### config.mk
export PLATFORM = sky130hd
export DESIGN_NAME = mips32_prog_loader
export DESIGN_NICKNAME = d
export VERILOG_FILES = /design/src/rtl/mips32_prog_loader.sv
export SDC_FILE = /design/constraint.sdc
export NUM_CORES = 1
export LEC_CHECK = 0
export ABC_AREA = 1
export CAP_MARGIN = 20
export CORE_MARGIN = 3
export CORE_UTILIZATION = 30
export DETAILED_ROUTE_END_ITERATION = 7
export DONT_BUFFER_PORTS = 1
export GPL_TIMING_DRIVEN = 0
export SKIP_CTS_REPAIR_TIMING = 1
export SYNTH_ARGS = -nofsm -noshare
export SYNTH_HDL_FRONTEND = slang
export SYNTH_SLANG_ARGS = --single-unit
### constraint.sdc
create_clock -name clk1 -period 2.1 [get_ports clk1]
set_clock_uncertainty 0.1 [all_clocks]
set_input_delay 0.42 -clock clk1 [delete_from_list [all_inputs] [get_ports clk1]]
set_output_delay 0.42 -clock clk1 [all_outputs]
set_load 0.01 [all_outputs]
### src/rtl/mips32_prog_loader.sv
// Byte-stream program loader for the MIPS32 core: packs big-endian bytes
// into words, writes instruction memory, verifies an XOR checksum, releases
// the core and reports when it halts.
//
// Ports:
//   clk1, rst_n          clock, async active-low reset
//   start                begin a load (IDLE/DONE/ERROR only)
//   in_valid/in_ready    byte handshake; in_data big-endian, in_last ends stream
//   mem_we/addr/wdata    registered instruction memory write port
//   core_halted          core HALTED flag
//   core_rst_n           active-low reset to the core
//   busy/done/err        status (LOAD|CHECK / DONE / ERROR)
//   word_count           payload words written in the current/last load
module mips32_prog_loader #(
    parameter int ADDR_W = 10
) (
    input  logic              clk1,
    input  logic              rst_n,
    input  logic              start,
    input  logic              in_valid,
    input  logic [7:0]        in_data,
    input  logic              in_last,
    output logic              in_ready,
    output logic              mem_we,
    output logic [ADDR_W-1:0] mem_addr,
    output logic [31:0]       mem_wdata,
    input  logic              core_halted,
    output logic              core_rst_n,
    output logic              busy,
    output logic              done,
    output logic              err,
    output logic [ADDR_W:0]   word_count
);

    typedef enum logic [2:0] {
        S_IDLE,
        S_LOAD,
        S_CHECK,
        S_RUN,
        S_DONE,
        S_ERROR
    } state_t;

    localparam logic [ADDR_W:0] CAP    = {1'b1, {ADDR_W{1'b0}}};
    localparam logic [ADDR_W:0] WC_ONE = {{ADDR_W{1'b0}}, 1'b1};

    state_t          state;
    state_t          nstate;
    logic [23:0]     asm_q;
    logic [1:0]      bidx;
    logic [31:0]     pend;
    logic            pend_v;
    logic [31:0]     csum;
    logic [ADDR_W:0] wc;
    logic            pass_q;

    logic            xfer;
    logic            wdone;
    logic            ovf;
    logic            load_go;
    logic [31:0]     word;
    logic [31:0]     csum_all;

    assign xfer     = in_valid && in_ready;
    assign word     = {asm_q, in_data};
    assign wdone    = xfer && (bidx == 2'd3);
    // A completed word with a pending one and a full memory cannot be stored.
    assign ovf      = pend_v && (wc == CAP);
    assign load_go  = start && ((state == S_IDLE) ||
                                (state == S_DONE) ||
                                (state == S_ERROR));
    // Checksum including the pending word flushed alongside the last word.
    assign csum_all = pend_v ? (csum ^ pend) : csum;

    assign word_count = wc;

    always_ff @(posedge clk1 or negedge rst_n) begin
        if (!rst_n) begin
            state <= S_IDLE;
        end else begin
            state <= nstate;
        end
    end

    always_comb begin
        nstate = state;
        unique case (state)
            S_IDLE: begin
                if (start) nstate = S_LOAD;
            end
            S_LOAD: begin
                if (xfer && in_last) begin
                    if (bidx != 2'd3) nstate = S_ERROR;
                    else if (ovf)     nstate = S_ERROR;
                    else              nstate = S_CHECK;
                end else if (wdone && ovf) begin
                    nstate = S_ERROR;
                end
            end
            S_CHECK: begin
                nstate = pass_q ? S_RUN : S_ERROR;
            end
            S_RUN: begin
                if (core_halted) nstate = S_DONE;
            end
            S_DONE, S_ERROR: begin
                if (start) nstate = S_LOAD;
            end
            default: nstate = S_IDLE;
        endcase
    end

    always_comb begin
        in_ready   = 1'b0;
        core_rst_n = 1'b0;
        busy       = 1'b0;
        done       = 1'b0;
        err        = 1'b0;
        unique case (state)
            S_LOAD: begin
                in_ready = 1'b1;
                busy     = 1'b1;
            end
            S_CHECK: busy = 1'b1;
            S_RUN:   core_rst_n = 1'b1;
            S_DONE: begin
                core_rst_n = 1'b1;
                done       = 1'b1;
            end
            S_ERROR: err = 1'b1;
            default: ;
        endcase
    end

    always_ff @(posedge clk1 or negedge rst_n) begin
        if (!rst_n) begin
            asm_q     <= '0;
            bidx      <= '0;
            pend      <= '0;
            pend_v    <= 1'b0;
            csum      <= '0;
            wc        <= '0;
            pass_q    <= 1'b0;
            mem_we    <= 1'b0;
            mem_addr  <= '0;
            mem_wdata <= '0;
        end else begin
            mem_we <= 1'b0;
            if (load_go) begin
                bidx   <= '0;
                wc     <= '0;
                pend_v <= 1'b0;
                csum   <= '0;
            end else if (xfer) begin
                asm_q <= word[23:0];
                bidx  <= bidx + 2'd1;
                if (wdone && !ovf) begin
                    if (pend_v) begin
                        mem_we    <= 1'b1;
                        mem_addr  <= wc[ADDR_W-1:0];
                        mem_wdata <= pend;
                        csum      <= csum ^ pend;
                        wc        <= wc + WC_ONE;
                    end
                    pend   <= word;
                    pend_v <= 1'b1;
                    if (in_last) pass_q <= (word == csum_all);
                end
            end
        end
    end

endmodule

==> results.txt, run 1 <==
flops & latches, synth - 149
Final Setup Violations - 0
Buffers on Ports - 0
prevailing post-synth register cell - dfrtp_1
post-route insts no fill - 1207
first-pass GRT wire length - 30800 um
layout cells sized above 1 - 9.96%
EDFF count, synth - 0
# diodes - 0
syn avg cell area - 8.11 sq um
Least-Margin Pin Slew - 0.549 ns
placer congestion estimate - 0.830
Pint - 5.91 mW
RSZ-0062 raised after global routing - true
Logic pwr share - 20.1%
CTS Sinks - 149
Vias/cell - 4.79
Mapped Area - 6980 sq um
clock group share of total power - 37.2%
H-tree Lvls - 4
nets@finish - 898
Num CTS Buffers - 17
commonest non-fill, non-tap cell in the layout - nand2_1
setup TNS - 0 ns
Relative slew margins - 63.4%
clock buffer depth - 2
Core ar. - 22800 sq um
CP startpoint kind - flop
gr ovfl total - 0
FP Rows - 55
remaining antenna violation count - 0
die area - 25100 sq um
drt wl/cell - 15.9 um
Starting Density - 30.6%
final WL - 19200 um
Final Hold Vio Count - 149
die width - 159 um
max_cap viols - 0
Tcrit/Tclk final - 93.7%
Switching Share - 32.7%
Hold Crit Class - input pin to asynchronous set/reset pin
Cells after Synth - 861
Root Buffer - clkbuf_16
clock-pin slew on the worst setup and hold paths - 0.06 ns
library cells used by synthesis - 33
Yosys warnings - 0
most frequent cells in the layout - nand2_1, dfrtp_1, inv_1
power density over the cells - 1080 nW/um^2
via count - 5784
outcome - finished, violations left
DP HPWL - 13400 um
crit path kind - flop to flop
post-layout min period - 1.97 ns
WHS - -0.408 ns
CTS tree - yes
Worst Path Required - 2.31 ns
Sw Pwr - 2.87 mW
I/O pin count - 73
post-synth net total - 878
DP Cell Count - 1174
DR pass1 iterations - 5
crit end category - flop
Critical Path AT - 2.17 ns
Syn-to-layout area delta - 16.3%
ys async rst share - 100%
initial DRC count - 507
crit-path max FO - 10
max-slew violations - 0
fmax - 508 MHz
Total GRT Usage - 16.0%
clock latency on the worst-skew pair - 0.43 ns
sequential share of power - 42.8%
vias in the first global route - 5597
DIE HEIGHT - 159 um
Power Total - 8.78 mW
leak pwr - 3.85 nW
Final Core Density - 35.6%
DRC - 0
maximum VDD drop - 0.419 mV
failing checks - negative hold slack
sequential share of the synthesized area - 53.4%
pin count of the biggest net entering global routing - 150
initial antenna violation count - 0
## synthesized netlist by cell type, types with 2 or more instances
library cell | n | area share [%]
inv_1 | 84 | 4.5
o21ai_0 | 67 | 4.8
o21ai_1 | 39 | 2.8
nand3_1 | 69 | 4.9
buf_4 | 4 | 0.43
a21oi_1 | 4 | 0.29
clkbuf_1 | 8 | 0.43
nand2_2 | 2 | 0.18
ha_1 | 3 | 0.54
o22ai_1 | 32 | 2.9
dfrtp_1 | 149 | 53
xor2_1 | 12 | 1.5
buf_6 | 5 | 0.81
nor2_1 | 30 | 1.6
inv_2 | 3 | 0.16
nand2_1 | 310 | 17
nand4_1 | 5 | 0.45
buf_2 | 20 | 1.4
## per-stage QoR
| stage | setup slack (ns) | cell area [sq um] |
|---|---|---|
| after floorplan | 0.342 | 6980 |
| after CTS | -0.106 | 8000 |
| final | 0.131 | 8120 |
| after global placement | -0.0960 | 7370 |
| after detailed placement | -0.101 | 7370 |
| after global routing | -0.0105 | 8120 |
## state kept, by name (all words and copies together), names as in the netlist, 2 cells and up
name and count:
mem_addr 10, pend 32, state 3, asm_q 24, mem_wdata 32, word_count 11
csum 32, bidx 2
## layout make-up
cell class              count  area [sq um]
plain buffers              37           287
inverters                  89           340
fillers                  2334         14700
repair buffers              1          7.51
clock buffers              17           425
clock inverters            15           203
well taps                 313           392
flip-flops and latches    149          3730
multi-input cells         586          2730
## critical path, stage by stage, from the launching register on
cell and delay, ns:
dfrtp_1 0.43, inv_2 0.11, nor2_4 0.04, nor2_1 0.08, inv_1 0.07, nor2_1 0.33, inv_1 0.17, nand2_2 0.17
buf_4 0.22, o22ai_1 0.10
## per-layer routing
layer	vias up	routed length, um	track usage (%)
met1	2778	8500	20.5
met3	27	1260	4.16
met2	152	9030	26.2
met5	-	0	0
li1	2827	-	-
met4	0	457	6.10
## path summary, 6_finish.rpt
check | from | to | slack, ns | cells past startpoint
worst max-delay path | state[0]$_DFFE_PN0P_ | csum[17]$_DFFE_PN0P_ | 0.13 | 9
worst min-delay path | rst_n | mem_addr[2]$_DFFE_PN0P_ | -0.41 | 0
worst max register to register | state[0]$_DFFE_PN0P_ | csum[17]$_DFFE_PN0P_ | 0.13 | 9
worst min register to register | pend[30]$_DFFE_PN0P_ | pend[30]$_DFFE_PN0P_ | 0.40 | 2
max in group asynchronous | rst_n | mem_wdata[22]$_DFFE_PN0P_ | 2.14 | 0
min in group clk1 | in_valid | bidx[1]$_DFFE_PN0P_ | 0.05 | 1
## cells by family (layout without fill, tap and decap cells)
logic type / Yosys count / in the layout / synth area share [%]
AND/OR/NAND/NOR: 424 / 424 / 25.2
AO/OA/AOI/OAI: 147 / 147 / 11.3
XOR/XNOR: 12 / 12 / 1.51
flip-flops: 149 / 149 / 53.4
adder cells (fa/ha/maj): 3 / 3 / 0.538
buffers and inverters: 126 / 159 / 7.94
## power by group through the flow
stage,combinational [mW],sequential (mW),clock [mW]
final,1.76,3.76,3.26
after global routing,2.03,3.83,3.45
after CTS,1.72,3.76,3.31
after detailed placement,1.72,3.80,0
after global placement,1.70,3.79,0
after floorplan,1.26,3.68,0
No activity file was read; power rests on OpenSTA's default activity.
==> run 2, diff against run 1 <==
--- a/config.mk
+++ b/config.mk
@@ -9,10 +9,10 @@
 export CAP_MARGIN = 20
 export CORE_MARGIN = 3
 export CORE_UTILIZATION = 30
+export CTS_CLUSTER_SIZE = 14
 export DETAILED_ROUTE_END_ITERATION = 7
 export DONT_BUFFER_PORTS = 1
 export GPL_TIMING_DRIVEN = 0
-export SKIP_CTS_REPAIR_TIMING = 1
 export SYNTH_ARGS = -nofsm -noshare
 export SYNTH_HDL_FRONTEND = slang
 export SYNTH_SLANG_ARGS = --single-unit
==> run 2 against run 1 <==
The run still ends with negative hold slack left. Sequential share of layout area hardly changed. Critical path depth is 3 higher. Worst hold slack worse by 0.00055 ns. Final area hardly changed. Power hardly changed. Non-clock buffer count stayed put. First-iteration DRC count is 12% lower. Global-route usage stayed put. Critical path type unchanged. Highest routed layer unchanged. Combinational power hardly changed. Die area stayed put. Clock power hardly changed. Core utilization hardly changed.
==> results.txt, run 2 (synthesis results as in run 1) <==
Critical Path AT - 2.27 ns
Final Setup Violations - 0
vias in the first global route - 5594
initial DRC count - 445
clock-pin slew on the worst setup and hold paths - 0.07 ns
max_cap viols - 0
pin count of the biggest net entering global routing - 150
post-layout min period - 2.00 ns
WHS - -0.408 ns
Worst Path Required - 2.37 ns
CP startpoint kind - flop
maximum VDD drop - 0.422 mV
power density over the cells - 1080 nW/um^2
Worst R2R Path Depth - 12
Syn-to-layout area delta - 16.2%
# diodes - 0
Num CTS Buffers - 17
drt wl/cell - 16.0 um
top flop regs - csum: 32 flops, mem_wdata: 32 flops, pend: 32 flops
RSZ-0062 raised after global routing - true
die width - 159 um
Final Core Density - 35.6%
Relative slew margins - 62.0%
Core ar. - 22800 sq um
Hold Crit Class - input pin to asynchronous set/reset pin
Tcrit/Tclk final - 95.4%
# fillers - 2337
CTS Sinks - 149
first-pass GRT wire length - 30800 um
RR Startpoint - pend_v$_DFFE_PN0P_
Worst R2R End - pass_q$_DFFE_PN0P_
DR pass1 iterations - 8
failing checks - negative hold slack
via count - 5803
nets@finish - 898
Vias/cell - 4.81
FP Rows - 55
fmax - 499 MHz
flop-to-flop setup slack - 0.1 ns
CTS tree - yes
outcome - finished, violations left
most frequent cells in the layout - nand2_1, dfrtp_1, inv_1
commonest non-fill, non-tap cell in the layout - nand2_1
DIE HEIGHT - 159 um
H-tree Lvls - 4
Final Hold Vio Count - 149
placer congestion estimate - 0.830
Root Buffer - clkbuf_16
Least-Margin Pin Slew - 0.570 ns
clock buffer depth - 2
gr ovfl total - 0
Worst Setup EP - pass_q$_DFFE_PN0P_
layout cells sized above 1 - 9.84%
max-slew violations - 0
crit path kind - flop to flop
crit end category - flop
crit path launch - pend_v$_DFFE_PN0P_
crit-path max FO - 10
clock latency on the worst-skew pair - 0.43 ns
Buffers on Ports - 0
Starting Density - 30.6%
DRC - 0
Total GRT Usage - 16.0%
final WL - 19300 um
DP HPWL - 13400 um
setup TNS - 0 ns
initial antenna violation count - 0
die area - 25100 sq um
I/O pin count - 73
leak pwr - 3.85 nW
remaining antenna violation count - 0
## run 2: changes by cell type in the layout (fill, tap and decap cells not counted)
cell and delta:
buf_6 -4, buf_8 +1, clkbuf_2 -1, buf_4 +1
nor2_2 -1, nor2_1 +1, clkbuf_4 +3
## run 2: worst min path at each step
stage / slack [ns] / startpoint / cells after the start / endpoint
finish: -0.41 / rst_n / 0 / mem_addr[2]$_DFFE_PN0P_
global route: -0.44 / rst_n / 0 / word_count[6]$_DFFE_PN0P_
CTS: -0.43 / rst_n / 0 / mem_addr[2]$_DFFE_PN0P_
detailed placement: 0.03 / rst_n / 0 / mem_addr[0]$_DFFE_PN0P_
global placement: 0.03 / rst_n / 0 / mem_addr[0]$_DFFE_PN0P_
floorplan: 0.02 / rst_n / 0 / asm_q[0]$_DFFE_PN0P_
## run 2: timing repair
item,4_1_cts,5_1_grt
resized for setup,3,41
hold endpoints to repair,149,149
setup endpoints to repair,21,109
pin swaps,0,2
buffers inserted,0,1
## run 2: area by class of cell
class                           count  area [sq um]  area share [%]
Buffer                             37           282            3.47
Clock buffer                       17           425            5.25
Clock inverter                     15           203            2.50
Inverter                           89           340            4.20
Multi-Input combinational cell    586          2730            33.6
Sequential cell                   149          3730            46.0
Tap cell                          313           392            4.83
Timing Repair Buffer                1          7.51          0.0926
## run 2: layer usage
metal / share of wire [%] / up-vias / wire, um / GRT usage, %
met4: 2.5 / 0 / 474 / 6.10
met1: 44 / 2784 / 8530 / 20.5
met2: 47 / 156 / 9100 / 26.2
met3: 6.1 / 34 / 1190 / 4.16
met5: 0 / - / 0 / 0
li1: - / 2829 / - / -
## run 2: power by group
part | switching [mW] | total [mW] | internal (mW) | leakage (nW)
Combinational | 1.18 | 1.75 | 0.573 | 1.51
Clock | 1.27 | 3.26 | 1.99 | 0.304
Sequential | 0.419 | 3.76 | 3.34 | 2.04
Total | 2.87 | 8.78 | 5.91 | 3.85
## run 2: critical path, stage by stage (launching register included)
cell      delay (ns)
dfrtp_1         0.33
buf_2           0.20
clkbuf_4        0.29
nand2_1         0.11
nand2_1         0.09
nand3_1         0.07
nand2_1         0.12
nand2_1         0.06
nor2_1          0.15
nand2_1         0.07
nor2_1          0.15
nand3_1         0.13
nand2_1         0.08
## run 2: through the flow
| stage | instances | cell area, sq um | setup WS (ns) | power (mW) | hold WS [ns] |
|---|---|---|---|---|---|
| after floorplan | 861 | 6980 | 0.342 | 4.93 | 0.0244 |
| after global routing | 1207 | 8110 | -0.0748 | 9.30 | -0.440 |
| after detailed placement | 1174 | 7370 | -0.101 | 5.52 | 0.0322 |
| after CTS | 1206 | 8010 | 0.000807 | 8.80 | -0.431 |
| final | 1207 | 8110 | 0.0962 | 8.78 | -0.408 |
| after global placement | 1174 | 7370 | -0.0960 | 5.49 | 0.0319 |
